## src/rtl/thread_regfile_if.sv

```systemverilog
// Operand/writeback bus between a thread lane's register file and the core that sequences it.
// The master drives control, decode fields and writeback sources; the slave returns rs/rt.
interface thread_regfile_if #(
  parameter int DATA_BITS = 8
);
  logic                 enable;
  logic [7:0]           block_id;
  logic [2:0]           core_state;
  logic [3:0]           decoded_rd_address;
  logic [3:0]           decoded_rs_address;
  logic [3:0]           decoded_rt_address;
  logic                 decoded_reg_write_enable;
  logic [1:0]           decoded_reg_input_mux;
  logic [DATA_BITS-1:0] decoded_immediate;
  logic [DATA_BITS-1:0] alu_out;
  logic [DATA_BITS-1:0] lsu_out;
  logic [DATA_BITS-1:0] rs;
  logic [DATA_BITS-1:0] rt;

  modport master (
    output enable, block_id, core_state,
    output decoded_rd_address, decoded_rs_address, decoded_rt_address,
    output decoded_reg_write_enable, decoded_reg_input_mux, decoded_immediate,
    output alu_out, lsu_out,
    input  rs, rt
  );

  modport slave (
    input  enable, block_id, core_state,
    input  decoded_rd_address, decoded_rs_address, decoded_rt_address,
    input  decoded_reg_write_enable, decoded_reg_input_mux, decoded_immediate,
    input  alu_out, lsu_out,
    output rs, rt
  );
endinterface

```

## src/rtl/thread_regfile.sv

```systemverilog
// Per-thread 16-entry register file: R0-R12 general purpose, R13 = blockIdx,
// R14 = blockDim, R15 = threadIdx. Operands are registered in REQUEST, writeback happens in UPDATE.
module thread_regfile #(
  parameter int THREADS_PER_BLOCK = 4,
  parameter int THREAD_ID         = 0,
  parameter int DATA_BITS         = 8
) (
  input logic              clk,
  input logic              reset,
  thread_regfile_if.slave  bus
);
  localparam logic [2:0] STATE_REQUEST = 3'b011;
  localparam logic [2:0] STATE_UPDATE  = 3'b110;

  logic [DATA_BITS-1:0] regs [16];
  logic [DATA_BITS-1:0] wr_data_next;
  logic [DATA_BITS-1:0] block_id_ext;
  logic [DATA_BITS-1:0] rs_reg;
  logic [DATA_BITS-1:0] rt_reg;
  logic                 read_en;
  logic                 write_en;

  assign block_id_ext = DATA_BITS'(bus.block_id);
  assign read_en      = bus.enable && (bus.core_state == STATE_REQUEST);
  // Mux code 11 means "no writeback", so it gates the write strobe rather than selecting data.
  assign write_en     = bus.enable && (bus.core_state == STATE_UPDATE) &&
                        bus.decoded_reg_write_enable && (bus.decoded_reg_input_mux != 2'b11);

  always_comb begin
    wr_data_next = bus.alu_out;
    case (bus.decoded_reg_input_mux)
      2'b01:   wr_data_next = bus.lsu_out;
      2'b10:   wr_data_next = bus.decoded_immediate;
      default: wr_data_next = bus.alu_out;
    endcase
  end

  // Only R0-R12 have write logic, so writes addressed to R13-R15 fall away naturally.
  generate
    for (genvar gi = 0; gi < 13; gi++) begin : g_gpr
      logic [DATA_BITS-1:0] gpr_reg;
      always_ff @(posedge clk or negedge reset) begin
        if (!reset) begin
          gpr_reg <= '0;
        end else if (write_en && (bus.decoded_rd_address == 4'(gi))) begin
          gpr_reg <= wr_data_next;
        end
      end
      assign regs[gi] = gpr_reg;
    end
  endgenerate

  logic [DATA_BITS-1:0] block_idx_reg;
  always_ff @(posedge clk or negedge reset) begin
    if (!reset) begin
      block_idx_reg <= '0;
    end else if (bus.enable) begin
      block_idx_reg <= block_id_ext;
    end
  end

  assign regs[13] = block_idx_reg;
  assign regs[14] = DATA_BITS'(THREADS_PER_BLOCK);
  assign regs[15] = DATA_BITS'(THREAD_ID);

  always_ff @(posedge clk or negedge reset) begin
    if (!reset) begin
      rs_reg <= '0;
      rt_reg <= '0;
    end else if (read_en) begin
      rs_reg <= regs[bus.decoded_rs_address];
      rt_reg <= regs[bus.decoded_rt_address];
    end
  end

  assign bus.rs = rs_reg;
  assign bus.rt = rt_reg;
endmodule

```

## src/flat_wrapper.sv

```systemverilog
// flat-port wrapper written by rule: the top's interface ports become plain ports
module thread_regfile_flat 
#(
  parameter int THREADS_PER_BLOCK = 4,
  parameter int THREAD_ID         = 0,
  parameter int DATA_BITS         = 8
)
  (clk, reset, bus_enable, bus_block_id, bus_core_state, bus_decoded_rd_address, bus_decoded_rs_address, bus_decoded_rt_address, bus_decoded_reg_write_enable, bus_decoded_reg_input_mux, bus_decoded_immediate, bus_alu_out, bus_lsu_out, bus_rs, bus_rt);
  thread_regfile_if #(.DATA_BITS(DATA_BITS)) bus_i ();
  input logic clk;
  input logic reset;
  input wire logic [$bits(bus_i.enable)-1:0] bus_enable;
  input wire logic [$bits(bus_i.block_id)-1:0] bus_block_id;
  input wire logic [$bits(bus_i.core_state)-1:0] bus_core_state;
  input wire logic [$bits(bus_i.decoded_rd_address)-1:0] bus_decoded_rd_address;
  input wire logic [$bits(bus_i.decoded_rs_address)-1:0] bus_decoded_rs_address;
  input wire logic [$bits(bus_i.decoded_rt_address)-1:0] bus_decoded_rt_address;
  input wire logic [$bits(bus_i.decoded_reg_write_enable)-1:0] bus_decoded_reg_write_enable;
  input wire logic [$bits(bus_i.decoded_reg_input_mux)-1:0] bus_decoded_reg_input_mux;
  input wire logic [$bits(bus_i.decoded_immediate)-1:0] bus_decoded_immediate;
  input wire logic [$bits(bus_i.alu_out)-1:0] bus_alu_out;
  input wire logic [$bits(bus_i.lsu_out)-1:0] bus_lsu_out;
  output wire logic [$bits(bus_i.rs)-1:0] bus_rs;
  output wire logic [$bits(bus_i.rt)-1:0] bus_rt;
  assign bus_i.enable = bus_enable;
  assign bus_i.block_id = bus_block_id;
  assign bus_i.core_state = bus_core_state;
  assign bus_i.decoded_rd_address = bus_decoded_rd_address;
  assign bus_i.decoded_rs_address = bus_decoded_rs_address;
  assign bus_i.decoded_rt_address = bus_decoded_rt_address;
  assign bus_i.decoded_reg_write_enable = bus_decoded_reg_write_enable;
  assign bus_i.decoded_reg_input_mux = bus_decoded_reg_input_mux;
  assign bus_i.decoded_immediate = bus_decoded_immediate;
  assign bus_i.alu_out = bus_alu_out;
  assign bus_i.lsu_out = bus_lsu_out;
  assign bus_rs = bus_i.rs;
  assign bus_rt = bus_i.rt;
  thread_regfile #(.THREADS_PER_BLOCK(THREADS_PER_BLOCK), .THREAD_ID(THREAD_ID), .DATA_BITS(DATA_BITS)) u_core (.clk(clk), .reset(reset), .bus(bus_i));
endmodule
```

## config.mk

```make
export PLATFORM = sky130hd
export DESIGN_NAME = thread_regfile_flat
export DESIGN_NICKNAME = d
export VERILOG_FILES = /design/src/rtl/thread_regfile_if.sv /design/src/rtl/thread_regfile.sv /design/src/flat_wrapper.sv
export SDC_FILE = /design/constraint.sdc
export NUM_CORES = 1
export LEC_CHECK = 0
export BUFFER_PORTS_ARGS = -buffer_cell sky130_fd_sc_hd__buf_2
export CAP_MARGIN = 10
export CORE_MARGIN = 3
export CORE_UTILIZATION = 54
export CTS_CLUSTER_DIAMETER = 40
export DETAILED_ROUTE_END_ITERATION = 10
export PLACE_DENSITY = 0.77
export SYNTH_ARGS = -nofsm -noshare
export SYNTH_HDL_FRONTEND = slang
export SYNTH_SLANG_ARGS = --single-unit
```

## constraint.sdc

```tcl
create_clock -name clk -period 1.4 [get_ports clk]
set_clock_uncertainty 0.1 [all_clocks]
set_input_delay 0.28 -clock clk [delete_from_list [all_inputs] [get_ports clk]]
set_output_delay 0.28 -clock clk [all_outputs]
set_load 0.005 [all_outputs]
```

==> results.md <==
- Clock Tree Root: clkbuf_16
- Syn avg cell area: approximately 14 um2
- Area Growth Syn to Fin: 34.5%
- Antenna viol nets, final: 0
- Setup CP Type: in2reg
- Final core utilization: between 70% and 80%
- WP buf/inv: 2
- Clk Latency, worst-skew pair: approximately 0.42 ns
- Leakage: 4.29 nW
- Arrival time at the worst endpoint: between 1.5 and 2 ns
- WL final: between 20 and 25 mm
- Max Fclk: 0.608 GHz
- Max_slew headroom: a little under three fifths
- Critical path's largest stage delay: roughly 0.34 ns
- Initial antenna violation count: 0
- First-pass GRT wire length: ~32 mm
- Max cap viols: 0
- Mapped Area: between 6000 and 7000 um2
- Hold WS: between 0.008 and 0.009 ns
- Crit path required time: between 1.5 and 2 ns
- RSZ-0062 raised after global routing: yes
- Failing checks: negative setup slack
- CP Capture Type: register
- Max-slew violation count: 0
- DP HPWL: about 13 mm
- DRT Pass-1 Iters: 5
- GRT Overall Usage: a little over 30%
- CP cell instances: buf_8 -> ha_4 -> nand4bb_4 -> nor4b_4 -> and3_4 -> buf_6 -> mux2_4
- Remaining DRCs: 0
- FF/Latch Area: 3200 um2
- Tightest Hold Check Type: in2reg
- CTS sink count: approximately 130
- Fraction of layout cells with a size suffix above 1: 61.9%
- Status: finished with violations
- Cells after synthesis: between 400 and 500
- Remaining Overflow, GRT: 0
- Yosys warning total: 0
- Number of synthesized flops with an enable pin: 0
- Initial Utilization: 56.1%
- DR WL/cell: 26.4 um
- Clock slew at reported path FFs: 0.06 ns
- H-tree Lvls: 4
- Ant. Diodes: 0
- Clock Path Buffers: 2
- Library cells used by synthesis: 34
- Delay-heaviest family, CP: simple AND/OR/NAND/NOR gates
- # fillers: around 700
- CP max stage cell: nor4b_4
- Worst slack, placed: -0.732 ns
- PwrDens: approximately 1100 nW/um2
- Die area: about 14000 um2
- Max FFs per register: between 100 and 150
- Setup ws final: -0.244 ns
- Die width: about 120 um
- Synth async-reset ratio: 100%
- Net Count, Synth: 540
- Multi-input combinational cell area: roughly 3900 um2
- Via density: roughly 6.6
- Worst-margin pin slew: about 0.66 ns
- Sequential area share after synthesis: a little under half
- Synthesis-stage register bit count: 128
- I/O Pins: between 60 and 70
- Core area: about 12000 um2
- Initial drt markers: ~560
- CP Launch Type: input pin
- Vias in the first global route: between 5000 and 6000
- Critical path fanouts, max: 4
- Min Tclk post-route: between 1.5 and 2 ns
- Vias: 5344
- Num CTS Buffers: 17
- Final GP Congestion: 0.866
- VDD IR max: around 0.65 mV
- CTS tree: built
- NumNets Final: roughly 690
- PortBufs: between 60 and 70
- Final Hold Vio Count: 0
- Chip height: around 120 um
- Largest net degree at the start of global routing: slightly below 100
- Setup Viol. Count Final: ~110
- Fin crit share: 117%
- Cell row count: 40
- Synth Flop Type: dfrtp_1
final cells by class:
type	instances	share of cell area, %
clock buffers	19	4.82
repair buffers	163	14.2
inverters	7	0.286
well taps	168	2.29
multi-input cells	315	42.0
clock inverters	13	1.51
flip-flops and latches	128	34.9
layout by cell type, fill, tap and decap left out, types with 3 or more instances in the layout:
master and count:
a21oi_1 3, a21oi_2 8, a21oi_4 3, a221oi_1 7
a221oi_2 7, a22oi_1 7, buf_12 12, buf_2 65
buf_4 64, buf_6 11, buf_8 3, clkbuf_16 18
clkinv_2 3, clkinvlp_4 5, dfrtp_1 128, dlygate4sd3_1 6
inv_1 5, mux2_2 92, mux2_4 21, mux2i_1 26
mux2i_2 4, mux4_2 47, nand2_1 12, nand2_8 7
nor2_1 20, o21ai_0 11, o21ai_1 12
metal layers:
metal / up-vias / wire length, um / GRT usage [%]
met5: - / 0 / 0
met2: 342 / 10700 / 50.4
li1: 2166 / - / -
met3: 90 / 1600 / 5.22
met1: 2746 / 8090 / 38.6
met4: 0 / 1010 / 14.5
path summary, 6_finish.rpt:
kind,cells after the start,slack (ns),endpoint,start
max,7,-0.24,u_core.g_gpr[11].gpr_reg[0],bus_decoded_reg_input_mux[0]
min,2,0.008,u_core.block_idx_reg[6],bus_block_id[6]
max reg2reg,4,-0.17,u_core.bus.rt[2],u_core.g_gpr[3].gpr_reg[2]
min reg2reg,2,0.43,u_core.bus.rt[2],u_core.bus.rt[2]
max in group asynchronous,3,0.39,u_core.g_gpr[3].gpr_reg[4],reset
min in group asynchronous,3,0.35,u_core.block_idx_reg[2],reset
cell usage after synthesis, types with 2 or more instances:
library cell  count  area share, %
dfrtp_1         128             47
mux2i_1          32            4.7
a21oi_1          14            1.0
o21ai_0          23            1.7
nand2b_1          2           0.18
mux2_2          112             18
nand2_1          15           0.82
a22oi_1           9           0.99
inv_1             5           0.27
mux4_2           47             16
a221oi_1         14            1.8
and3_1            2           0.18
buf_2             9           0.66
buf_4             5           0.55
nor4_4            2           0.62
inv_2             2           0.11
nor2_1           20            1.1
clkbuf_1         19            1.0
nor2b_1           2           0.18
nand2_2           6           0.55
ha_1              3           0.55
kinds of logic (layout without fill, tap and decap cells):
group                      Yosys count  in the layout  share of synthesized area (%)
and+or+nand+nor                     55             55                           4.80
muxes                              192            192                           38.8
adders and majority gates            3              3                          0.550
DFF                                128            128                           46.9
AOI/OAI and AO/OA                   65             65                           6.10
buffers and inverters               41            202                           2.80
worst reg2reg max path: cells and delay by family (launching register included):
| family | cells | cell delay [ns] |
|---|---|---|
| muxes | 2 | 0.77 |
| DFF | 1 | 0.41 |
| AOI/OAI and AO/OA | 2 | 0.19 |
where the power goes:
group | total, mW | switching (mW) | leakage [nW] | internal (mW)
Sequential | 4.09 | 0.173 | 1.73 | 3.92
Combinational | 1.52 | 0.787 | 2.29 | 0.735
Clock | 4.35 | 1.69 | 0.271 | 2.66
Total | 9.97 | 2.65 | 4.29 | 7.32
per-stage QoR:
stage / setup TNS, ns / area (um2) / cells / power [mW]
6_report: -16.99 / 9180 / 813 / 9.97
5_1_grt: -20.94 / 9180 / 813 / 10.2
4_1_cts: -8.65 / 9000 / 801 / 9.84
3_5_place_dp: -66.72 / 7940 / 751 / 5.46
3_3_place_gp: -63.64 / 7940 / 751 / 5.39
2_1_floorplan: -31.90 / 7070 / 484 / 4.83
timing repair:
item | in CTS | in global routing
buffers inserted | 12 | 10
resized for setup | 61 | 25
hold buffers | 6 | 0
hold endpoints to repair | 133 | 0
gates cloned | 0 | 2
pin swaps | 7 | 11
setup endpoints to repair | 110 | 112
No activity file was read; power rests on OpenSTA's default activity.
